<file path="src/rtl/ladybird_trap_ctrl.sv">
// ladybird_trap_ctrl: trap-entry / MRET sequencer that owns the CSR-file port.
// Define LADYBIRD_TRAP_VECTORED_EN to enable vectored interrupt targets.

package ladybird_config;
    localparam int XLEN = 32;
endpackage

package ladybird_riscv_helper;
    localparam logic [2:0] CSR_RW  = 3'b001;
    localparam logic [2:0] CSR_RS  = 3'b010;
    localparam logic [2:0] CSR_RC  = 3'b011;
    localparam logic [2:0] CSR_RWI = 3'b101;
    localparam logic [2:0] CSR_RSI = 3'b110;
    localparam logic [2:0] CSR_RCI = 3'b111;

    localparam logic [11:0] CSR_MSTATUS = 12'h300;
    localparam logic [11:0] CSR_MTVEC   = 12'h305;
    localparam logic [11:0] CSR_MEPC    = 12'h341;
    localparam logic [11:0] CSR_MCAUSE  = 12'h342;
    localparam logic [11:0] CSR_MTVAL   = 12'h343;

    localparam int MSTATUS_MIE  = 3;
    localparam int MSTATUS_MPIE = 7;
    localparam int MSTATUS_MPP  = 11;
endpackage

module ladybird_trap_ctrl
    import ladybird_config::*;
    import ladybird_riscv_helper::*;
#(
    parameter int VEC_SHIFT = 2
) (
    input  logic            clk,
    input  logic            nrst,

    input  logic            i_csr_valid,
    output logic            o_csr_ready,
    input  logic [2:0]      i_csr_op,
    input  logic [11:0]     i_csr_addr,
    input  logic [XLEN-1:0] i_csr_data,
    output logic            o_csr_rvalid,
    output logic [XLEN-1:0] o_csr_rdata,

    input  logic            i_trap_valid,
    input  logic [XLEN-1:0] i_trap_cause,
    input  logic [XLEN-1:0] i_trap_pc,
    input  logic [XLEN-1:0] i_trap_tval,
    input  logic            i_mret_valid,
    output logic            o_ready,

    output logic            o_redirect_valid,
    output logic [XLEN-1:0] o_redirect_pc,
    output logic            o_busy,

    output logic [2:0]      o_op,
    output logic            o_valid,
    output logic [11:0]     o_addr,
    output logic [XLEN-1:0] o_data,
    input  logic [XLEN-1:0] i_data
);

    typedef enum logic [2:0] {
        S_IDLE   = 3'd0,
        S_EPC    = 3'd1,
        S_CAUSE  = 3'd2,
        S_TVAL   = 3'd3,
        S_STATUS = 3'd4,
        S_VEC    = 3'd5,
        S_MSTAT  = 3'd6,
        S_MEPC   = 3'd7
    } state_e;

    state_e state_q, state_d;

    logic [XLEN-1:0] cause_q, cause_d;
    logic [XLEN-1:0] pc_q, pc_d;
    logic [XLEN-1:0] tval_q, tval_d;

    logic            redir_valid_q, redir_valid_d;
    logic [XLEN-1:0] redir_pc_q, redir_pc_d;
    logic            rvalid_q, rvalid_d;
    logic [XLEN-1:0] rdata_q, rdata_d;

    logic            idle;
    logic            take_trap;
    logic            take_mret;
    logic            take_csr;

    logic [XLEN-1:0] status_trap;
    logic [XLEN-1:0] status_mret;
    logic [XLEN-1:0] vec_base;
    logic [XLEN-1:0] vec_off;
    logic [XLEN-1:0] vec_target;
    logic [XLEN-1:0] mepc_target;
    logic            vec_sel;

    assign idle      = (state_q == S_IDLE);
    assign take_trap = idle & i_trap_valid;
    assign take_mret = idle & i_mret_valid & ~i_trap_valid;
    assign take_csr  = idle & ~i_trap_valid & ~i_mret_valid & i_csr_valid;

    // Trap entry: stack MIE into MPIE, disable interrupts, enter M-mode.
    always_comb begin
        status_trap = i_data;
        status_trap[MSTATUS_MPIE] = i_data[MSTATUS_MIE];
        status_trap[MSTATUS_MIE]  = 1'b0;
        status_trap[MSTATUS_MPP +: 2] = 2'b11;
    end

    always_comb begin
        status_mret = i_data;
        status_mret[MSTATUS_MIE]  = i_data[MSTATUS_MPIE];
        status_mret[MSTATUS_MPIE] = 1'b1;
        status_mret[MSTATUS_MPP +: 2] = 2'b11;
    end

    assign vec_base    = {i_data[XLEN-1:2], 2'b00};
    assign vec_off     = {1'b0, cause_q[XLEN-2:0]} << VEC_SHIFT;
    assign mepc_target = {i_data[XLEN-1:2], 2'b00};

`ifdef LADYBIRD_TRAP_VECTORED_EN
    assign vec_sel = (i_data[1:0] == 2'b01) & cause_q[XLEN-1];
`else
    assign vec_sel = 1'b0;
`endif

    // Offset wraps modulo 2^XLEN by construction.
    assign vec_target = vec_base + (vec_sel ? vec_off : '0);

    always_ff @(posedge clk or negedge nrst) begin
        if (!nrst) begin
            state_q <= S_IDLE;
        end else begin
            state_q <= state_d;
        end
    end

    always_comb begin
        state_d = state_q;
        unique case (state_q)
            S_IDLE: begin
                if (i_trap_valid) begin
                    state_d = S_EPC;
                end else if (i_mret_valid) begin
                    state_d = S_MSTAT;
                end
            end
            S_EPC:    state_d = S_CAUSE;
            S_CAUSE:  state_d = S_TVAL;
            S_TVAL:   state_d = S_STATUS;
            S_STATUS: state_d = S_VEC;
            S_VEC:    state_d = S_IDLE;
            S_MSTAT:  state_d = S_MEPC;
            S_MEPC:   state_d = S_IDLE;
        endcase
    end

    always_comb begin
        o_ready     = 1'b0;
        o_csr_ready = 1'b0;
        o_busy      = ~idle;
        o_valid     = 1'b0;
        o_op        = CSR_RW;
        o_addr      = '0;
        o_data      = '0;
        unique case (state_q)
            S_IDLE: begin
                if (i_trap_valid || i_mret_valid) begin
                    o_ready = 1'b1;
                end else begin
                    o_csr_ready = 1'b1;
                    if (i_csr_valid) begin
                        o_valid = 1'b1;
                        o_op    = i_csr_op;
                        o_addr  = i_csr_addr;
                        o_data  = i_csr_data;
                    end
                end
            end
            S_EPC: begin
                o_valid = 1'b1;
                o_addr  = CSR_MEPC;
                o_data  = {pc_q[XLEN-1:2], 2'b00};
            end
            S_CAUSE: begin
                o_valid = 1'b1;
                o_addr  = CSR_MCAUSE;
                o_data  = cause_q;
            end
            S_TVAL: begin
                o_valid = 1'b1;
                o_addr  = CSR_MTVAL;
                o_data  = tval_q;
            end
            S_STATUS: begin
                o_valid = 1'b1;
                o_addr  = CSR_MSTATUS;
                o_data  = status_trap;
            end
            S_VEC: begin
                o_addr = CSR_MTVEC;
            end
            S_MSTAT: begin
                o_valid = 1'b1;
                o_addr  = CSR_MSTATUS;
                o_data  = status_mret;
            end
            S_MEPC: begin
                o_addr = CSR_MEPC;
            end
        endcase
    end

    always_comb begin
        cause_d = cause_q;
        pc_d    = pc_q;
        tval_d  = tval_q;
        if (take_trap) begin
            cause_d = i_trap_cause;
            pc_d    = i_trap_pc;
            tval_d  = i_trap_tval;
        end
    end

    always_comb begin
        redir_valid_d = 1'b0;
        redir_pc_d    = redir_pc_q;
        if (state_q == S_VEC) begin
            redir_valid_d = 1'b1;
            redir_pc_d    = vec_target;
        end else if (state_q == S_MEPC) begin
            redir_valid_d = 1'b1;
            redir_pc_d    = mepc_target;
        end
    end

    always_comb begin
        rvalid_d = take_csr;
        rdata_d  = take_csr ? i_data : rdata_q;
    end

    always_ff @(posedge clk or negedge nrst) begin
        if (!nrst) begin
            cause_q       <= '0;
            pc_q          <= '0;
            tval_q        <= '0;
            redir_valid_q <= 1'b0;
            redir_pc_q    <= '0;
            rvalid_q      <= 1'b0;
            rdata_q       <= '0;
        end else begin
            cause_q       <= cause_d;
            pc_q          <= pc_d;
            tval_q        <= tval_d;
            redir_valid_q <= redir_valid_d;
            redir_pc_q    <= redir_pc_d;
            rvalid_q      <= rvalid_d;
            rdata_q       <= rdata_d;
        end
    end

    assign o_redirect_valid = redir_valid_q;
    assign o_redirect_pc    = redir_pc_q;
    assign o_csr_rvalid     = rvalid_q;
    assign o_csr_rdata      = rdata_q;

endmodule
</file>
<file path="config.mk">
export PLATFORM = sky130hd
export DESIGN_NAME = ladybird_trap_ctrl
export DESIGN_NICKNAME = d
export VERILOG_FILES = /design/src/rtl/ladybird_trap_ctrl.sv
export SDC_FILE = /design/constraint.sdc
export NUM_CORES = 1
export LEC_CHECK = 0
export CAP_MARGIN = 20
export CORE_UTILIZATION = 25
export DETAILED_ROUTE_END_ITERATION = 12
export GPL_ROUTABILITY_DRIVEN = 0
export PLACE_DENSITY = 0.54
export SLEW_MARGIN = 25
export SYNTH_ARGS = -nofsm -noshare
export SYNTH_HDL_FRONTEND = slang
export SYNTH_SLANG_ARGS = --single-unit
</file>
<file path="constraint.sdc">
create_clock -name clk -period 2.29 [get_ports clk]
set_input_delay 0.458 -clock clk [delete_from_list [all_inputs] [get_ports clk]]
set_output_delay 0.458 -clock clk [all_outputs]
set_load 0.02 [all_outputs]
</file>
==> run summary, run 1 <==
### Setup path
• endpoint of the worst-slack reg-to-reg timing path: cause_q[10]
• slack of the worst reg-to-reg path: 210 ps
• cell chain of the critical path: buf_6 > nor2b_4 > buf_12 > buf_12 > a32oi_2 > o221ai_1 > buf_4
• Worst setup EP type: output pin
• largest driver fanout on the critical path: 8
• Data arrival, critical path: 1950 ps
• Worst path slowest cell: dfrtp_4
• Worst setup SP type: register
• Slowest Stage Delay on Critical Path: 530 ps
• data required time at the worst endpoint: 1830 ps
• CP Capture Point: o_data[19]
• worst setup path start: state_q[0]
• cell seen most often among critical-path stages: buf_12
• Register-to-Register Path Depth: 6
• type of the worst setup path: reg -> out
• r2r startpoint: state_q[0]

### Clocking
• clock net sink count: 161
• TritonCTS clock tree: done
• clock transition at the registers of the reported paths: 70 ps
• CTS buffer count: 17
• maximum number of buffers from clock root to sink: 2
• worst-skew pair later-pin latency: 420 ps
• number of hold-repair buffers added at the cts stage: 0
• Clk Tree Root Cell: clkbuf_16
• H-tree levels: 4

### Global route
• pin count of the biggest net entering global routing: 55
• remaining global-route overflow: 0
• number of antenna violations at the first check in global routing: 2
• first-pass GRT wire length: 39.9 mm
• GR Util All Layers: 17.5%
• number of global-route vias before repair: 6560

### Finish
• commonest non-fill, non-tap cell in the layout: clkdlybuf4s50_1
• final core utilization: 42.9%
• fraction of layout cells with a size suffix above 1: 36.0%
• Final #Nets: 1084
• area overhead of the layout relative to synthesis: 69.3%
• filler cell count in the final layout: 2718
• most used cells in the layout excluding fill and tap cells: clkdlybuf4s50_1 (237), dfrtp_1 (158), mux2_2 (96), buf_4 (92), mux2_1 (60)

### Synthesis
• count of distinct cell types in the synthesized netlist: 39
• register bit count reported by yosys: 161
• fraction of registers with async set or reset after synthesis: 100%
• mean instance size in the synthesized netlist: 13.4 um2
• synthesized cell area: 7280 um2
• Post-synth top flop: dfrtp_1
• EDFF count, synth: 0
• Yosys warnings: 0
• count of mapped cells out of synthesis: 543
• top cells by area, synth: dfrtp_1 (55%), mux2_2 (15%), mux2_1 (9.3%)
• area share of the largest cell type after synthesis: 55.3%
• most area-hungry cell type in the Yosys netlist: dfrtp_1
• Seq/Total Area, Yosys: 55.3%

### Min path
• worst min-delay path category: in -> async

### Timing
• worst max-slew margin expressed relative to the limit: 60.7%
• f_max: 416 MHz
• count of final hold-check violations: 0
• worst slew pin tran: 590 ps
• final period demand of the worst path: 2400 ps
• final count of negative-setup-slack endpoints: 28
• Final Max Tran Viols: 0
• Clock Skews: 12.0 ps
• final worst-path cycle share: 105%
• setup slack after layout: -114 ps
• RSZ-0062 raised after global routing: yes

### Die
• std cell rows: 62
• area of the die: 29800 um2
• initial core utilization: 25.4%
• width of the die: 173 um
• I/O pin count: 297
• die outline height: 173 um
• core outline area: 28700 um2

### Placed design
• pre-CTS setup slack: -631 ps
• detailed placer's ending HPWL: 18.4 mm
• I/O Buffers: 292

### Power
• leakage power: 5.21 nW
• Tot Pwr: 17.1 mW
• Max VDD drop: 0.657 mV
• Power per Cell Area: 1380 nW/um2

### Route
• post-detailed-route DRC marker count: 0
• detailed-route wire length per cell: 20.0 um
• antenna-violating nets left: 0
• DR vias: 5983
• Total Wirelength: 26.0 mm
• number of vias per cell: 4.60
• number of DRC markers in iteration 0: 236
• DRT Pass-1 Iters: 6

### Status
• outcome: finished with violations
• violated checks: negative setup slack

### Run
• Max Cap Violations: 0

[cells in the mapped netlist (10+ instances only)]
master	count
mux2_1	60
a32oi_1	25
mux2i_1	18
inv_1	19
nand3_1	14
o221ai_1	15
a22oi_1	15
o211ai_1	12
mux2_2	96
dfrtp_1	161
clkbuf_1	21
nor2_1	10
[power by group]
group	total [mW]	internal (mW)	switching (mW)
clock network	2.88	1.57	1.31
registers	5.12	4.30	0.816
logic	9.06	4.69	4.36
[routing by layer]
metal	global-route usage, %	part of all wire [%]	vias to the layer above
met5	0	0	-
met4	4.28	1.1	0
met3	5.80	7.2	15
met2	28.9	48	210
met1	22.1	43	3012
li1	-	-	2746
[critical path, delay by kind of cell (launching register included)]
kind | cells | cell delay [ps]
buffers and inverters | 4 | 620
flip-flops | 1 | 530
AND/OR/NAND/NOR | 1 | 190
AO/OA/AOI/OAI | 2 | 180
[worst min path at each step]
stage                     slack (ps)             end  from
final                              1  o_csr_rdata[0]  nrst
after global routing              10  o_csr_rdata[0]  nrst
after CTS                          6  o_csr_rdata[0]  nrst
after detailed placement         470  o_csr_rdata[0]  nrst
after global placement           470  o_csr_rdata[0]  nrst
after floorplan                  160      cause_q[0]  nrst
[timing repair]
item | CTS | global route
endpoints found under the setup margin | 51 | 49
gates resized for setup | 299 | 57
cloned | 2 | 1
buffers inserted | 16 | 6
pin swaps | 7 | 25
[registers in the layout (all words and copies together), names as in the netlist]
register,cells
o_csr_rdata,32
state_q,3
cause_q,32
o_csr_rvalid,1
tval_q,32
o_redirect_valid,1
pc_q,30
o_redirect_pc,30
[logic make-up (layout without fill, tap and decap cells)]
family                 after synthesis  count (layout)  synth area share, %
AOI/OAI and AO/OA                   87              87                 9.60
buffers and inverters               65             438                 4.31
DFF                                161             161                 55.3
muxes                              174             174                 26.6
other                                1               3               0.0515
and+or+nand+nor                     55              55                 4.11
[per-stage QoR]
stage | area (um2) | TNS, ps | hold slack [ps] | cells
6_report | 12300 | -1550 | 1.14 | 1302
5_1_grt | 12300 | -4980 | 11.2 | 1302
4_1_cts | 12000 | -2860 | 6.07 | 1296
3_5_place_dp | 11200 | -24420 | 472 | 1246
3_3_place_gp | 11200 | -24150 | 467 | 1246
2_1_floorplan | 7290 | 0 | 162 | 544
[layout make-up]
type / instances / area (um2) / area share [%]
clock inverter: 13 / 141 / 1.15
timing repair buffer: 386 / 3870 / 31.4
sequential: 161 / 4040 / 32.7
antenna: 1 / 2.50 / 0.0203
multi-input combinational: 318 / 3270 / 26.5
tap: 384 / 480 / 3.90
clock buffer: 19 / 443 / 3.59
inverter: 20 / 90.1 / 0.731
Power figures use the tool's default switching activity.
==> run 2, diff against run 1 <==
Settings changed: CORE_UTILIZATION 25 to 44, PLACE_DENSITY 0.54 to 0.85, REMOVE_ABC_BUFFERS set to 1.
==> run summary, run 2 (synthesis results as in run 1) <==
### Clocking
• CTS buffer count: 17, unchanged
• maximum number of buffers from clock root to sink: 2, unchanged
• clock net sink count: 161, unchanged
• TritonCTS clock tree: done, unchanged
• H-tree levels: 4, unchanged
• Clk Tree Root Cell: clkbuf_16, unchanged
• clock transition at the registers of the reported paths: 60 ps, was 70 ps
• worst-skew pair later-pin latency: 420 ps, about the same

### Power
• Max VDD drop: 0.750 mV, was 0.657 mV
• switch share: 38.1%, was 38.0%
• leakage power: 5.16 nW, was 5.21 nW
• Comb power frac: 53.5%, was 53.1%
• P_sw: 6.64 mW, was 6.48 mW
• internal power: 10.8 mW, was 10.6 mW
• clock share of power: 16.6%, was 16.9%
• portion of total power attributed to sequential cells: 29.8%, was 30.0%
• Power per Cell Area: 1440 nW/um2, was 1380 nW/um2
• Tot Pwr: 17.5 mW, was 17.1 mW

### Route
• post-detailed-route DRC marker count: 0, unchanged
• number of vias per cell: 5.55, was 4.60
• DR vias: 6237, was 5983
• Total Wirelength: 25.0 mm, was 26.0 mm
• antenna-violating nets left: 0, unchanged
• DRT Pass-1 Iters: 4, was 6
• detailed-route wire length per cell: 22.2 um, was 20.0 um
• number of DRC markers in iteration 0: 318, was 236

### Setup path
• r2r startpoint: state_q[0], unchanged
• Data arrival, critical path: 1920 ps, was 1950 ps
• data required time at the worst endpoint: 1830 ps, about the same
• cell chain of the critical path: buf_6 > nor2b_4 > buf_6 > buf_12 > a32oi_2 > o211ai_1 > buf_4, was buf_6 > nor2b_4 > buf_12 > buf_12 > a32oi_2 > o221ai_1 > buf_4
• Slowest Stage Delay on Critical Path: 460 ps, was 530 ps
• cell seen most often among critical-path stages: buf_6, was buf_12
• largest driver fanout on the critical path: 7, was 8
• Register-to-Register Path Depth: 8, was 6
• Worst path slowest cell: dfrtp_2, was dfrtp_4
• Worst setup EP type: output pin, unchanged
• type of the worst setup path: reg -> out, unchanged
• worst setup path start: state_q[2], was state_q[0]
• Worst setup SP type: register, unchanged

### Finish
• area overhead of the layout relative to synthesis: 66.2%, was 69.3%
• multi-input logic area: 3290 um2, was 3270 um2
• Final #Nets: 1075, was 1084
• commonest non-fill, non-tap cell in the layout: clkdlybuf4s50_1, unchanged
• final core utilization: 75.7%, was 42.9%
• FF+latch area: 4030 um2, was 4040 um2
• filler cell count in the final layout: 996, was 2718
• fraction of layout cells with a size suffix above 1: 36.8%, was 36.0%
• number of diodes added for antenna fixing: 0, was 1
• most used cells in the layout excluding fill and tap cells: clkdlybuf4s50_1 (237), dfrtp_1 (158), mux2_2 (96), buf_4 (71), mux2_1 (60), was clkdlybuf4s50_1 (237), dfrtp_1 (158), mux2_2 (96), buf_4 (92), mux2_1 (60)
• final design area excluding fillers: 12100 um2, was 12300 um2

### Global route
• first-pass GRT wire length: 35.5 mm, was 39.9 mm
• number of antenna violations at the first check in global routing: 0, was 2
• GR Util All Layers: 28.0%, was 17.5%
• number of global-route vias before repair: 6495, was 6560
• pin count of the biggest net entering global routing: 72, was 55
• remaining global-route overflow: 0, unchanged

### Timing
• final period demand of the worst path: 2380 ps, was 2400 ps
• Clock Skews: 4.34 ps, was 12.0 ps
• worst slew pin tran: 529 ps, was 590 ps
• worst max-slew margin expressed relative to the limit: 64.7%, was 60.7%
• count of final hold-check violations: 0, unchanged
• final count of negative-setup-slack endpoints: 37, was 28
• final-layout setup total negative slack: -1380 ps, was -1550 ps
• setup slack after layout: -87.7 ps, was -114 ps
• final worst-path cycle share: 104%, was 105%
• Final Max Tran Viols: 0, unchanged
• f_max: 421 MHz, was 416 MHz
• RSZ-0062 raised after global routing: yes, unchanged

### Die
• I/O pin count: 297, unchanged
• std cell rows: 46, was 62
• core outline area: 16000 um2, was 28700 um2
• area of the die: 17100 um2, was 29800 um2
• width of the die: 131 um, was 173 um
• die outline height: 131 um, was 173 um
• initial core utilization: 45.5%, was 25.4%

### Placed design
• detailed placer's ending HPWL: 16.3 mm, was 18.4 mm
• I/O Buffers: 292, unchanged
• pre-CTS setup slack: -703 ps, was -631 ps
• standard cell area after detailed placement: 10800 um2, was 11200 um2

### Min path
• worst hold start: tval_q[19]
• worst min-delay path category: reg -> reg, was in -> async
• Cells on Worst Hold Path: 1

### Run
• Max Cap Violations: 0, unchanged

### Status
• violated checks: negative setup slack, unchanged
• outcome: finished with violations, unchanged

## run 2: cell count changes in the layout (fill, tap and decap cells not counted), sizes merged, moves of 2 or more
cell,before,now
dlygate4sd2,5,0
clkdlybuf4s15,0,2
buf,142,127
clkinvlp,1,4
clkinv,5,2
inv,26,23
clkbuf,20,29
## run 2: through the flow
stage	instances	hold slack, ps
floorplan	499	162
global placement	1060	393
detailed placement	1060	402
CTS	1109	489
global route	1124	505
finish	1124	490
## run 2: final timing paths
| check | endpoint | slack (ps) |
|---|---|---|
| min in group asynchronous | o_redirect_pc[28] | 580 |
| worst min register to register | tval_q[19] | 490 |
| worst min-delay path | tval_q[19] | 490 |
| worst max-delay path | o_data[26] | -90 |
| max in group asynchronous | cause_q[23] | 1000 |
| worst max register to register | pc_q[26] | 70 |
## run 2: worst max-delay path: cells and delay by family, from the launching register on
kind,cells,cell delay (ps)
AO/OA/AOI/OAI,2,260
buffers and inverters,4,600
flip-flops,1,460
AND/OR/NAND/NOR,1,180
## run 2: area by class of cell
cell class	count	area share, %
timing repair buffer	377	31.6
sequential	161	33.3
tap	216	2.23
multi-input combinational	318	27.2
clock buffer	21	3.97
inverter	20	0.661
clock inverter	11	1.04
## run 2: what timing repair did
action,CTS,global route
hold endpoints to repair,40,0
pin swaps,11,39
cloned,4,4
resized for setup,298,96
buffers inserted,12,12
setup endpoints to repair,51,51
hold buffers,1,0
## run 2: power by group through the flow
| stage | Sequential (mW) | Combinational (mW) | Clock, mW |
|---|---|---|---|
| floorplan | 5.78 | 3.48 | 0 |
| global placement | 5.01 | 7.99 | 0 |
| detailed placement | 5.15 | 8.21 | 0 |
| CTS | 5.15 | 8.60 | 2.92 |
| global route | 5.36 | 9.79 | 3.08 |
| finish | 5.21 | 9.34 | 2.90 |
## run 2: layer usage
layer / vias to the layer above / wire, um / global-route usage (%)
met5: - / 0 / 0
met4: 0 / 937 / 13.1
met3: 69 / 1560 / 7.04
met2: 277 / 12700 / 47.9
met1: 3169 / 9780 / 33.1
li1: 2722 / - / -
